--- src/rtl/horner_pkg.sv ---
// Shared types for the Horner-form quadratic evaluator: FSM states and ALU controls.
package horner_pkg;

    typedef enum logic [3:0] {
        S_LOAD_A,
        S_LOAD_A_WAIT,
        S_LOAD_B,
        S_LOAD_B_WAIT,
        S_LOAD_C,
        S_LOAD_C_WAIT,
        S_LOAD_X,
        S_LOAD_X_WAIT,
        S_CYCLE_0,
        S_CYCLE_1,
        S_CYCLE_2,
        S_CYCLE_3
    } state_t;

    typedef enum logic {ADD, MUL} alu_op_t;

    typedef enum logic [2:0] {SEL_A, SEL_B, SEL_C, SEL_X, SEL_ACC} alu_sel_t;

endpackage

--- src/rtl/horner_datapath.sv ---
// Operand registers, accumulator and result register around one shared add/multiply ALU.
module horner_datapath
    import horner_pkg::*;
#(
    parameter int WIDTH = 8
) (
    input  logic             clk,
    input  logic             rst_n,
    input  logic             ld_a,
    input  logic             ld_b,
    input  logic             ld_c,
    input  logic             ld_x,
    input  logic             ld_acc,
    input  logic             ld_r,
    input  alu_sel_t         sel_a,
    input  alu_sel_t         sel_b,
    input  alu_op_t          op,
    input  logic [WIDTH-1:0] data_in,
    output logic [WIDTH-1:0] result
);

    logic [WIDTH-1:0] a_q, a_d, b_q, b_d, c_q, c_d, x_q, x_d;
    logic [WIDTH-1:0] acc_q, acc_d, r_q, r_d;
    logic [WIDTH-1:0] opnd_a, opnd_b, alu_y;

    // NOTE: every variable driven here gets a default first, so no path leaves one unassigned and no latch is inferred.
    always_comb begin
        opnd_a = acc_q;
        opnd_b = acc_q;
        case (sel_a)
            SEL_A:   opnd_a = a_q;
            SEL_B:   opnd_a = b_q;
            SEL_C:   opnd_a = c_q;
            SEL_X:   opnd_a = x_q;
            default: opnd_a = acc_q;
        endcase
        case (sel_b)
            SEL_A:   opnd_b = a_q;
            SEL_B:   opnd_b = b_q;
            SEL_C:   opnd_b = c_q;
            SEL_X:   opnd_b = x_q;
            default: opnd_b = acc_q;
        endcase

        // Truncation to WIDTH bits gives the mod 2^WIDTH arithmetic directly.
        alu_y = (op == MUL) ? opnd_a * opnd_b : opnd_a + opnd_b;

        a_d   = ld_a   ? data_in : a_q;
        b_d   = ld_b   ? data_in : b_q;
        c_d   = ld_c   ? data_in : c_q;
        x_d   = ld_x   ? data_in : x_q;
        acc_d = ld_acc ? alu_y   : acc_q;
        r_d   = ld_r   ? alu_y   : r_q;
    end

    // NOTE: state updates use non-blocking assignments so every flop samples pre-edge values.
    always_ff @(posedge clk or negedge rst_n) begin
        if (!rst_n) begin
            a_q   <= '0;
            b_q   <= '0;
            c_q   <= '0;
            x_q   <= '0;
            acc_q <= '0;
            r_q   <= '0;
        end else begin
            a_q   <= a_d;
            b_q   <= b_d;
            c_q   <= c_d;
            x_q   <= x_d;
            acc_q <= acc_d;
            r_q   <= r_d;
        end
    end

    assign result = r_q;

endmodule

--- src/rtl/horner_sequencer.sv ---
// Go-handshake operand loader plus a four-cycle compute schedule evaluating (A*x + B)*x + C.
module horner_sequencer
    import horner_pkg::*;
#(
    parameter int WIDTH = 8
) (
    input  logic             Clock,
    input  logic             Resetn,
    input  logic             Go,
    input  logic [WIDTH-1:0] DataIn,
    output logic [WIDTH-1:0] DataResult,
    output logic             ResultValid,
    output logic             Busy,
    output logic [1:0]       OperandSel
);

    state_t   state_q, state_d;
    logic     valid_q, valid_d;
    logic     ld_a, ld_b, ld_c, ld_x, ld_acc, ld_r;
    alu_sel_t sel_a, sel_b;
    alu_op_t  op;

    always_comb begin
        state_d    = state_q;
        valid_d    = valid_q;
        ld_a       = 1'b0;
        ld_b       = 1'b0;
        ld_c       = 1'b0;
        ld_x       = 1'b0;
        ld_acc     = 1'b0;
        ld_r       = 1'b0;
        sel_a      = SEL_ACC;
        sel_b      = SEL_X;
        op         = ADD;
        Busy       = 1'b0;
        OperandSel = 2'd0;
        case (state_q)
            S_LOAD_A: if (Go) begin
                ld_a    = 1'b1;
                valid_d = 1'b0;
                state_d = S_LOAD_A_WAIT;
            end
            S_LOAD_A_WAIT: if (!Go) state_d = S_LOAD_B;
            S_LOAD_B: begin
                OperandSel = 2'd1;
                if (Go) begin
                    ld_b    = 1'b1;
                    state_d = S_LOAD_B_WAIT;
                end
            end
            S_LOAD_B_WAIT: begin
                OperandSel = 2'd1;
                if (!Go) state_d = S_LOAD_C;
            end
            S_LOAD_C: begin
                OperandSel = 2'd2;
                if (Go) begin
                    ld_c    = 1'b1;
                    state_d = S_LOAD_C_WAIT;
                end
            end
            S_LOAD_C_WAIT: begin
                OperandSel = 2'd2;
                if (!Go) state_d = S_LOAD_X;
            end
            S_LOAD_X: begin
                OperandSel = 2'd3;
                if (Go) begin
                    ld_x    = 1'b1;
                    state_d = S_LOAD_X_WAIT;
                end
            end
            S_LOAD_X_WAIT: begin
                OperandSel = 2'd3;
                if (!Go) state_d = S_CYCLE_0;
            end
            // Compute states ignore Go entirely.
            S_CYCLE_0: begin
                Busy    = 1'b1;
                ld_acc  = 1'b1;
                sel_a   = SEL_A;
                sel_b   = SEL_X;
                op      = MUL;
                state_d = S_CYCLE_1;
            end
            S_CYCLE_1: begin
                Busy    = 1'b1;
                ld_acc  = 1'b1;
                sel_b   = SEL_B;
                state_d = S_CYCLE_2;
            end
            S_CYCLE_2: begin
                Busy    = 1'b1;
                ld_acc  = 1'b1;
                op      = MUL;
                state_d = S_CYCLE_3;
            end
            S_CYCLE_3: begin
                Busy    = 1'b1;
                ld_r    = 1'b1;
                sel_b   = SEL_C;
                valid_d = 1'b1;
                state_d = S_LOAD_A;
            end
            default: state_d = S_LOAD_A;
        endcase
    end

    always_ff @(posedge Clock or negedge Resetn) begin
        if (!Resetn) begin
            state_q <= S_LOAD_A;
            valid_q <= 1'b0;
        end else begin
            state_q <= state_d;
            valid_q <= valid_d;
        end
    end

    assign ResultValid = valid_q;

    horner_datapath #(.WIDTH(WIDTH)) u_datapath (
        .clk     (Clock),
        .rst_n   (Resetn),
        .ld_a    (ld_a),
        .ld_b    (ld_b),
        .ld_c    (ld_c),
        .ld_x    (ld_x),
        .ld_acc  (ld_acc),
        .ld_r    (ld_r),
        .sel_a   (sel_a),
        .sel_b   (sel_b),
        .op      (op),
        .data_in (DataIn),
        .result  (DataResult)
    );

endmodule

--- config.mk ---
export PLATFORM = sky130hd
export DESIGN_NAME = horner_sequencer
export DESIGN_NICKNAME = d
export VERILOG_FILES = /design/src/rtl/horner_pkg.sv /design/src/rtl/horner_datapath.sv /design/src/rtl/horner_sequencer.sv
export SDC_FILE = /design/constraint.sdc
export NUM_CORES = 1
export LEC_CHECK = 0
export BUFFER_PORTS_ARGS = -buffer_cell sky130_fd_sc_hd__buf_2
export CELL_PAD_IN_SITES_DETAIL_PLACEMENT = 1
export CELL_PAD_IN_SITES_GLOBAL_PLACEMENT = 1
export CORE_UTILIZATION = 43
export CTS_CLUSTER_SIZE = 30
export DETAILED_ROUTE_END_ITERATION = 7
export GPL_TIMING_DRIVEN = 0
export PLACE_DENSITY = 0.78
export SETUP_SLACK_MARGIN = 0.2
export SLEW_MARGIN = 20
export SYNTH_ARGS = -nofsm -noshare
export SYNTH_HDL_FRONTEND = slang
export SYNTH_SLANG_ARGS = --single-unit
--- constraint.sdc ---
create_clock -name Clock -period 5.7 [get_ports Clock]
set_clock_uncertainty 0.05 [all_clocks]
set_input_delay 0.285 -clock Clock [delete_from_list [all_inputs] [get_ports Clock]]
set_output_delay 0.285 -clock Clock [all_outputs]
set_load 0.02 [all_outputs]
# Yosys cells after proc, flatten, opt, wreduce, memory -nomap -nowiden
# Cells that the tools add are included.
# op_classes
add_sub_neg	1
mul	1
order_cmp	0
shifts	0
div	0
eq_ne	25
bitwise	0
reduce_logical	12
n_mux	26
# ops
op	n
$pmux W8 S4	2
$pmux W4 S11	1
$mux W4	8
$eq A4 B3 Y1 const B	4
$eq A4 B4 Y1 const B	4
$ne A2 B2 Y1 const B	8
$mux W1	10
$add A8 B8 Y8	1
$eq A4 B2 Y1 const B	2
$mul A8 B8 Y8	1
$mux W8	1
$reduce_and A8 Y1	1
$reduce_or A2 Y1	4
$eq A3 B2 Y1 const B	2
$logic_not A3 Y1	2
$pmux W2 S3	1
$eq A2 B2 Y1 const B	2
$eq A4 B1 Y1 const B	1
$logic_not A4 Y1	1
$pmux W2 S2	1
$reduce_or A4 Y1	1
$eq A3 B1 Y1 const B	1
$mux W3	1
$reduce_or A3 Y1	1
4 further kinds	4
# word_totals
in_bits	11
mem_bits_ro	0
ramBits	0
latchBits	0
mem_count	0
regBits	53
elab_cells	73
out_inout_bits	12

# Depth between registers and ports, before layout
# Gate-level depths: netlist of run 1.
# logic_depth
ltp_word	6
ltp_mapped	26
mapped_depth_nobuf	24

# By module
# Synthesis of run 1 repeated with hierarchy kept, for this count alone.
# unflattened
hier_cells	372
area_unflattened_um2	3975.1
# by_module_without_submodules
module	seq_area_each_um2	instances	area_per_inst_um2	cells_each
horner_datapath	1201.2	1	3676.0	335
horner_sequencer	125.1	1	299.0	37

# Worst setup path after synthesis of run 1
# No wires, ideal clock.
# synth_path
path_kind	reg-to-reg
from	reg state_q[2]
to	reg u_datapath.acc_q[7]
arrival_time_ns	5.529
slack_ns	-0.021
stages_incl_launch_ff	26
synth_period_minus_slack_ns	5.721
path_cell_list	dfrtp_1 -> buf_2 -> nand2b_1 -> inv_1 -> nand3_1 -> clkbuf_1 -> ha_1 -> clkbuf_1 -> a222oi_1 -> inv_1 -> ha_1 -> inv_1 -> fa_1 -> inv_1 -> fa_1 -> ha_1 -> inv_1 -> fa_1 -> inv_1 -> ha_1 -> a21o_1 -> a21oi_1 -> xnor2_1 -> xnor3_1 -> xnor2_1 -> o221ai_1
# synth_via
elab_chain_cells	6
elab_cells_between_ends	23
cone_classes	add/sub: 1; mul: 1; eq/ne: 10; mux: 7; reduce/logical: 4
# synth_lines
item	line_no	rtl
start, declared	horner_sequencer.sv:17	state_t state_q, state_d;
start signal, assigned	horner_sequencer.sv:114	state_q <= state_d;
$eq A4 B4 Y1	horner_sequencer.sv:37	case (state_q)
$pmux W2 S2 or $mux W3 (tied branches)	horner_sequencer.sv:37	
$eq A2 B2 Y1 (tied with other cells)	horner_datapath.sv:37	case (sel_b)
$pmux W8 S4 (on tied branches)	horner_datapath.sv:37, horner_datapath.sv:30	
$mul A8 B8 Y8 or $add A8 B8 Y8 (tied branches)	horner_datapath.sv:46	alu_y = (op == MUL) ? opnd_a * opnd_b : opnd_a + opnd_b;
$mux W8	horner_datapath.sv:46	
end signal, assigned	horner_datapath.sv:63	acc_q <= '0;
end signal, assigned	horner_datapath.sv:70	acc_q <= acc_d;
end, declared	horner_datapath.sv:23	logic [WIDTH-1:0] acc_q, acc_d, r_q, r_d;
# Several ways; a longest one is shown, not always the timed one.
# A chain may end at the register's enable or synchronous reset.

# Worst setup path in the final report of run 1
# Ends and elaborated chain as after synthesis.

==> impl_metrics.ini, run 1 <==
[outcome]
status = complete, no violations

[critical_path]
crit_family = adder cells
max_stage_delay_ps = 410
crit_start = state_q[2]
rrSetupSlack_ps = 370
worstSetupPathDepth = 27
end_kind = flip-flop
worstRegToRegCells = 27
cp.buffers_inverters = 10
regToRegEndpoint = u_datapath.acc_q[7]
critical_path.startpoint_type = flip-flop
cp_max_fo = 8
r2r_start = state_q[2]
crit_slowest_cell = fa_1
required_ps = 5820
critical_path_class = flip-flop to flip-flop
critPathMostFrequentCell = inv_1
crit_end = u_datapath.acc_q[7]
worstPathArrival_ps = 5450

[synth]
synth.most_common_cell = dfrtp_1
synth-adder-area-share = 0.162
synth_top_family_by_area = adder cells
synth_area_mm2 = 0.00354
synth_cell_types = 39
synth_area_leaders = dfrtp_1, mux2_2, ha_1, fa_1, inv_1
synth-edff-count = 0
yosysSeqAreaShare = 0.374
synth.net_count = 404
yosys_warnings = 0
async_flop_share = 1.00
synth_top_area_frac = 0.374
syn_area_per_cell_um2 = 9.98
synth_top_area_cell = dfrtp_1
yosys.area_share.simple = 0.110
synth-xor-area-share = 0.0533
muxShareOfSynthArea = 0.128
netlist_instances = 355
yosys_most_used_dff = dfrtp_1
synth_compound_gate_area_share = 0.105
ys_seq_elements = 53
synth_common_cells = dfrtp_1, inv_1, nand2_1

[timing]
min_period_ps = 5330
hold_viol = 0
fmax_mhz = 188
setup_slack_ps = 372
slew_violations = 0
tns_ps = 0
post-route-period-util = 0.935
worstMarginPinSlew_ps = 758
holdWs_ps = 166
setup_violations = 0
rsz0062_at_grt = no
slew-limit-headroom = 0.481

[routing]
drc = 0
drtIter0Drc = 152
antenna_left = 0
routedWlPerCell_um = 18.9
drt_wl_total_um = 9860
via_count = 2839
via_per_inst = 5.43
drt-pass1-iter-count = 4

[final_layout]
ff_latch_area_mm2 = 0.00133
layout-drive-gt1-share = 0.337
layout.nets = 469
area.growth.synth_to_final_pct = 23.3
fin_area_mm2 = 0.00437
multiInputGateArea_mm2 = 0.00214
fillers = 899
n_antenna_cell = 0

[power]
powerDensity_mw_per_mm2 = 639
ir_drop_mv = 0.255
p_leak_nw = 2.13

[floorplan]
initial_core_util = 0.452
core-area_mm2 = 0.00785
dieHeight_um = 92.8
die_x_um = 92.8
io_pins = 23
rows = 32
dieArea_mm2 = 0.00861

[clocking]
cts-root-buf = clkbuf_8
clockBufferDepth = 2
clock-sinks = 53
cts_made_buffers = 5
clk_pin_slew_ps = 100
cts_tree = done
clock_latency_ps = 310
htreeDepth = 2

[placed_design]
port_buffers = 22
gp_congestion = 0.843
pre_cts_ws_ps = -892
hpwl_um = 6810
place_area_mm2 = 0.00383

[global_route]
grt_pass1_vias = 2952
grt_usage = 0.229
antenna_found_initial = 0
grt_max_degree = 54
grt_overflow = 0
grt_pass1_wl_um = 15100

[job]
drv_cap = 0

[worst_hold_path]
hold_path_class = primary input to flip-flop
==> cells by family after synthesis <==
family,count (synthesis)
muxes,41
and+or+nand+nor,86
DFF,53
adders and majority gates,38
xor gates and xnor gates,20
buffers and inverters,59
AOI/OAI and AO/OA,58
==> power by group <==
part | switching (W) | internal, W
combinational | 0.00102 | 0.000891
clock | 0.000126 | 0.0000874
sequential | 0.000120 | 0.000552
==> final cells by class <==
cell class,instances,share of cell area
tap,102,0.0292
inverter,48,0.0424
clock buffer,7,0.0175
buffer,11,0.0235
multi-input combinational,243,0.489
timing repair buffer,58,0.0931
sequential,53,0.304
clock inverter,1,0.00172
==> state kept, by name (all words and copies together) (netlist names) <==
register           cells
ResultValid            1
u_datapath.c_q         8
u_datapath.acc_q       8
u_datapath.b_q         8
state_q                4
u_datapath.result      8
u_datapath.x_q         8
u_datapath.a_q         8
==> metal layers <==
layer | wire length, µm | share of wire | track usage
met1 | 4370 | 0.44 | 0.303
met4 | 174 | 0.018 | 0.0590
met3 | 270 | 0.027 | 0.0411
met2 | 5050 | 0.51 | 0.386
met5 | 0 | 0 | 0
==> worst min-delay path by stage <==
| stage | startpoint | to | slack (ps) | depth (start not counted) |
|---|---|---|---|---|
| 3_3_place_gp | u_datapath.result[5] | u_datapath.result[5] | 400 | 2 |
| 4_1_cts | Go | state_q[3] | 160 | 2 |
| 6_report | Go | state_q[3] | 170 | 2 |
| 5_1_grt | Go | state_q[3] | 170 | 2 |
| 2_1_floorplan | Resetn | ResultValid | -60 | 0 |
| 3_5_place_dp | Resetn | u_datapath.result[2] | 320 | 1 |
==> worst register-to-register path, cell delays in order, from the launching register on <==
cell	delay (ps)
dfrtp_1	390
buf_6	130
nand2b_4	160
nor3b_2	220
inv_1	90
ha_2	190
buf_6	140
buf_4	130
a21o_2	200
a222oi_1	380
buf_4	220
buf_4	130
nor2_1	50
ha_1	300
ha_1	190
inv_1	70
fa_1	410
inv_1	70
ha_2	170
inv_1	60
fa_2	390
inv_1	70
a21o_1	190
a21oi_4	80
xnor2_2	150
xnor3_1	290
xnor2_1	160
o221ai_1	120
==> placed cells by master, fill, tap and decap left out, types with 4 or more instances in the layout <==
cell type,netlist,routed
dfrtp_1,53,53
inv_1,47,39
buf_4,1,35
nand2_1,35,34
mux2_2,34,34
nor2_1,29,29
buf_2,3,22
o21ai_0,19,19
ha_1,25,17
xnor2_1,18,14
a21oi_1,14,13
fa_1,13,10
inv_2,1,7
a21o_1,7,7
a222oi_1,6,6
mux2i_1,6,6
nand2b_1,7,6
ha_4,0,5
clkbuf_8,0,5
clkbuf_1,5,4
xnor2_2,0,4
==> timing repair <==
item | 4_1_cts | 5_1_grt
buffers inserted | 12 | 19
setup endpoints to repair | 4 | 1
gates resized for setup | 23 | 28
endpoints found under the hold margin | 48 | 0
pin swaps | 10 | 25
gates cloned | 0 | 1
hold buffers | 1 | 0
==> metrics by stage <==
step / utilization / cells / power (W)
after CTS: 0.521 / 503 / 0.00258
after floorplan: - / 355 / 0.00177
after global placement: 0.485 / 479 / 0.00214
final: 0.557 / 523 / 0.00279
after global routing: 0.557 / 523 / 0.00302
after detailed placement: 0.488 / 482 / 0.00222
No activity file was read; power rests on OpenSTA's default activity.
==> run 2: changes to the inputs <==
CORE_UTILIZATION = 45   (was 43)
PLACE_DENSITY = 0.79   (was 0.78)
SYNTH_HIERARCHICAL = 1   (was unset)
==> run 2 against run 1 <==
Effect of this change:
- area after synthesis is 12% higher
- register-to-register slack improved by 30 ps
- non-clock buffer count shrank 17
- synthesized cell count increased by 4.8%
- first-iteration DRC count down 29%
- critical path type unchanged
==> impl_metrics.ini, run 2 <==
[floorplan]
die_x_um = 96.0
initial_core_util = 0.474
dieArea_mm2 = 0.00921
dieHeight_um = 96.0
rows = 33
core-area_mm2 = 0.00838
io_pins = 23

[critical_path]
worstRegToRegCells = 23
critical_path.startpoint_type = flip-flop
critPathMostFrequentCell = xnor2_2
required_ps = 5900
cp_max_fo = 6
crit_slowest_cell = fa_1
end_kind = flip-flop
critical_path_class = flip-flop to flip-flop
rrSetupSlack_ps = 400
worstPathArrival_ps = 5500
regToRegEndpoint = u_datapath/result[7]
r2r_start = state_q[2]
max_stage_delay_ps = 540
path_cells = nand2b_4 -> inv_2 -> nand3_2 -> buf_6 -> mux4_2 -> mux2i_4 -> inv_2 -> ha_1 -> inv_2 -> fa_1 -> inv_1 -> ha_4 -> fa_1 -> inv_1 -> fa_1 -> xnor2_2 -> xnor2_2 -> xnor2_2 -> xnor2_2 -> xnor3_4 -> xnor2_4 -> nand2_2 -> a31oi_1

[synth]
synth_top_area_cell = dfrtp_1
yosys_most_used_dff = dfrtp_1
synth_common_cells = dfrtp_1, nor2_1, inv_1
syn_area_per_cell_um2 = 10.7
synth_cell_types = 45
synth_area_leaders = dfrtp_1, mux2_2, ha_1, fa_1, mux4_2
ys_seq_elements = 53
synth_top_area_frac = 0.334
synth-edff-count = 0
yosys_warnings = 6
async_flop_share = 1.00
synth_area_mm2 = 0.00398
yosysSeqAreaShare = 0.334
synth.most_common_cell = dfrtp_1
netlist_instances = 372

[timing]
hold_viol = 0
rsz0062_at_grt = no
post-route-period-util = 0.930
worstMarginPinSlew_ps = 685
slew-limit-headroom = 0.543
setup_violations = 0
holdWs_ps = 184
fmax_mhz = 189
min_period_ps = 5300
slew_violations = 0

[global_route]
grt_max_degree = 54
gr-max-usage-layer = met2
grt_pass1_wl_um = 16100
antenna_found_initial = 0
grt_overflow = 0
grt_usage = 0.238
use_met3 = 0.0332
met2_usage = 0.420
grt_pass1_vias = 3157
use_met1 = 0.304

[placed_design]
hpwl_um = 7370
gp_congestion = 0.910
port_buffers = 22

[routing]
via_count = 2864
routedWlPerCell_um = 19.2
drtIter0Drc = 108
antenna_left = 0
drc = 0
via_per_inst = 5.42
drt-pass1-iter-count = 4
drt_wl_total_um = 10100

[final_layout]
layout.nets = 469
n_antenna_cell = 0
final_cell_mix = dfrtp_1, nor2_1, inv_1
layout-drive-gt1-share = 0.338
layout_commonest_cell = dfrtp_1
fillers = 918
area.growth.synth_to_final_pct = 18.4

[clocking]
clockBufferDepth = 2
cts_tree = done
clock_latency_ps = 320
cts-root-buf = clkbuf_8
htreeDepth = 2
cts_made_buffers = 5
clock-sinks = 53
clk_pin_slew_ps = 100

[worst_hold_path]
hold_depth = 2
hold_path_class = primary input to flip-flop
min_to = u_datapath/x_q[5]
worstHoldStart = DataIn[5]

[job]
drv_cap = 0

[outcome]
status = complete, no violations
## run 2: cell families (layout without fill, tap and decap cells)
kind of cell | Yosys count | after routing | synth area share
compound gates | 48 | 48 | 0.0689
xor+xnor | 21 | 21 | 0.0579
fa+ha+maj | 36 | 36 | 0.138
buf+inv | 59 | 104 | 0.0746
flops | 53 | 53 | 0.334
mux | 67 | 67 | 0.227
other cells | 1 | 7 | 0.000943
simple gates | 87 | 87 | 0.0992
## run 2: metal layers
| metal | wire [µm] | vias up |
|---|---|---|
| met3 | 206 | 9 |
| met4 | 114 | 0 |
| met2 | 5240 | 31 |
| li1 | - | 1352 |
| met1 | 4550 | 1472 |
| met5 | 0 | - |
## run 2: worst max-delay path by stage
stage,from,to,slack (ps),cells after the start
floorplan,state_q[2],u_datapath/acc_q[7],210,22
global placement,state_q[2],u_datapath/acc_q[7],-420,22
detailed placement,state_q[2],u_datapath/result[7],-440,22
CTS,state_q[2],u_datapath/acc_q[7],240,22
global route,state_q[2],u_datapath/acc_q[7],180,23
finish,state_q[2],u_datapath/result[7],400,23
## run 2: stage by stage
| stage | instances | utilization | instance area [µm²] | setup WS (ps) | TNS [ps] |
|---|---|---|---|---|---|
| after floorplan | 378 | - | 4010 | 211 | 0 |
| after global placement | 505 | 0.507 | 4250 | -420 | -833 |
| after detailed placement | 505 | 0.507 | 4250 | -436 | -869 |
| after CTS | 522 | 0.545 | 4570 | 237 | 0 |
| after global routing | 528 | 0.562 | 4710 | 182 | 0 |
| final | 528 | 0.562 | 4710 | 398 | 0 |
## run 2: critical path, delay by kind of cell (launching register included)
family	cells	cell delay, ps
fa+ha+maj	5	1790
xor+xnor	6	1300
mux	2	650
buf+inv	6	550
flops	1	420
simple gates	3	340
compound gates	1	160
## run 2: layout make-up
| cell class | instances | area (µm²) | area share |
|---|---|---|---|
| buffer | 15 | 118 | 0.0250 |
| clock buffer | 6 | 82.6 | 0.0175 |
| clock inverter | 2 | 41.3 | 0.00877 |
| inverter | 44 | 173 | 0.0367 |
| multi-input combinational | 266 | 2610 | 0.554 |
| sequential | 53 | 1330 | 0.282 |
| tap | 105 | 131 | 0.0279 |
| timing repair buffer | 37 | 228 | 0.0484 |
## run 2: repair_timing
item / 4_1_cts / 5_1_grt
endpoints found under the setup margin: 2 / 2
setup buffers: 8 / 6
gates cloned: 0 / 0
endpoints found under the hold margin: 53 / 0
gates resized for setup: 22 / 20
hold buffers: 1 / 0
pin swaps: 5 / 9
Power of run 2 is left out: the tool's default activity adds up to more than one toggle a clock period on the data nets, which glitch-free logic cannot reach.
==> run 3: changes to the inputs <==
ABC_AREA = 1   (was unset)
CORE_UTILIZATION = 41   (was 45)
==> run 3 against run 2 <==
Effect of this change:
- die area rose by 19%
- sequential share of layout area decreased by 2.6 points
- via count up 47%
- flip-flop and latch count unchanged
- core utilization decreased by 5.7 points
- register-to-register slack got worse by 40 ps
- maximum frequency fell by 0.72%
- cell area increased by 10%
- non-clock buffer count is 10 higher
- area after synthesis grew 8.9%
- critical path depth rose by 16
==> impl_metrics.ini, run 3 <==
[final_layout]
layout-drive-gt1-share = 0.257
ff_latch_area_mm2 = 0.00133
final_cell_mix = nand2_1, inv_1, nor2_1
layout_commonest_cell = nand2_1
multiInputGateArea_mm2 = 0.00280
final_core_util = 0.505
n_antenna_cell = 0
layout.nets = 711
area.growth.synth_to_final_pct = 19.9
fillers = 1313

[global_route]
grt_pass1_wl_um = 22300
grt_max_degree = 54
grt_overflow = 0
grt_usage = 0.260
antenna_found_initial = 0
grt_pass1_vias = 4436

[placed_design]
hpwl_um = 10200
port_buffers = 22
gp_congestion = 0.898

[synth]
yosys_most_used_dff = dfrtp_1
yosys_warnings = 6
synth-edff-count = 0
syn_area_per_cell_um2 = 7.23
synth_common_cells = nand2_1, inv_1, nor2_1
synth_area_leaders = dfrtp_1, nand2_1, inv_1, ha_1, fa_1
synth.most_common_cell = nand2_1
async_flop_share = 1.00
synth_top_area_cell = dfrtp_1
netlist_instances = 599
synth_area_mm2 = 0.00433
yosysSeqAreaShare = 0.306
ys_seq_elements = 53
synth_cell_types = 37
synth_top_area_frac = 0.306

[routing]
drt-pass1-iter-count = 4
drt_wl_total_um = 13800
drc = 0
routedWlPerCell_um = 17.3
drtIter0Drc = 182
via_per_inst = 5.27
antenna_left = 0
via_count = 4218

[critical_path]
critPathMostFrequentCell = nand2_1
end_kind = flip-flop
worstPathArrival_ps = 5510
critical_path.startpoint_type = flip-flop
max_stage_delay_ps = 500
required_ps = 5870
crit_slowest_cell = fa_1
worstRegToRegCells = 39
cp_max_fo = 6
critical_path_class = flip-flop to flip-flop

[timing]
rsz0062_at_grt = yes
min_period_ps = 5340
fmax_mhz = 187
slew-limit-headroom = 0.387
slew_violations = 0
setup_violations = 0
hold_viol = 0
post-route-period-util = 0.937
worstMarginPinSlew_ps = 913

[job]
drv_cap = 0

[outcome]
status = complete, no violations

[floorplan]
rows = 37
dieHeight_um = 105
io_pins = 23
dieArea_mm2 = 0.0110
die_x_um = 105
core-area_mm2 = 0.0103
initial_core_util = 0.421

[clocking]
cts_tree = done
cts_made_buffers = 5
clock-sinks = 53
cts-root-buf = clkbuf_8
clockBufferDepth = 2
htreeDepth = 2
clock_latency_ps = 320
clk_pin_slew_ps = 100

[worst_hold_path]
hold_depth = 3
hold_path_class = primary input to flip-flop
run 3: what timing repair did:
action	CTS	global route
hold endpoints to repair	18	0
pin swaps	12	22
hold buffers	1	0
resized for setup	40	36
setup endpoints to repair	4	2
setup buffers	13	10
run 3: layout make-up:
| cell class | count | share of cell area |
|---|---|---|
| plain buffers | 16 | 0.0224 |
| clock buffers | 6 | 0.0140 |
| clock inverters | 2 | 0.00265 |
| inverters | 101 | 0.0750 |
| multi-input cells | 441 | 0.538 |
| flip-flops and latches | 53 | 0.256 |
| well taps | 136 | 0.0328 |
| repair buffers | 46 | 0.0583 |
run 3: through the flow:
step           setup TNS (ps)  hold WS [ps]  std cells  setup WS, ps  area [µm²]
2_1_floorplan               0         -60.6        611           499        4370
3_3_place_gp             -544           401        769          -277        4650
3_5_place_dp             -907           354        769          -456        4660
4_1_cts                     0           149        791           202        4980
5_1_grt                     0           177        801          63.5        5190
6_report                    0           155        801           360        5190
run 3: kinds of logic (layout without fill, tap and decap cells):
group                      after synthesis  in the layout  synth area share
and+or+nand+nor                        307            307             0.318
buffers and inverters                  117            171             0.113
DFF                                     53             53             0.306
other                                    1             13          0.000866
AOI/OAI and AO/OA                       61             61            0.0763
muxes                                   19             19            0.0494
xor gates and xnor gates                 5              5            0.0101
adders and majority gates               36             36             0.127
run 3: per-layer routing:
layer | global-route usage | wire length [µm] | up-vias
li1 | - | - | 2008
met1 | 0.336 | 6350 | 2102
met2 | 0.459 | 6860 | 89
met3 | 0.0225 | 383 | 19
met4 | 0.0785 | 255 | 0
met5 | 0 | 0 | -
run 3: final timing paths:
check | from | to | slack [ps]
setup / recovery | state_q[2] | u_datapath/result[7] | 360
hold / removal | DataIn[1] | u_datapath/x_q[1] | 150
setup reg to reg | state_q[2] | u_datapath/result[7] | 360
hold reg to reg | ResultValid | ResultValid | 450
max in group asynchronous | Resetn | state_q[2] | 4560
min in group asynchronous | Resetn | u_datapath/c_q[2] | 520
run 3: worst max-delay path, delay by kind of cell (launching register included):
kind	cells	cell delay (ps)
buffers and inverters	11	830
AO/OA/AOI/OAI	1	120
flip-flops	1	460
adder cells (fa/ha/maj)	5	2120
AND/OR/NAND/NOR	22	1640
Power of run 3 is left out for the same reason.
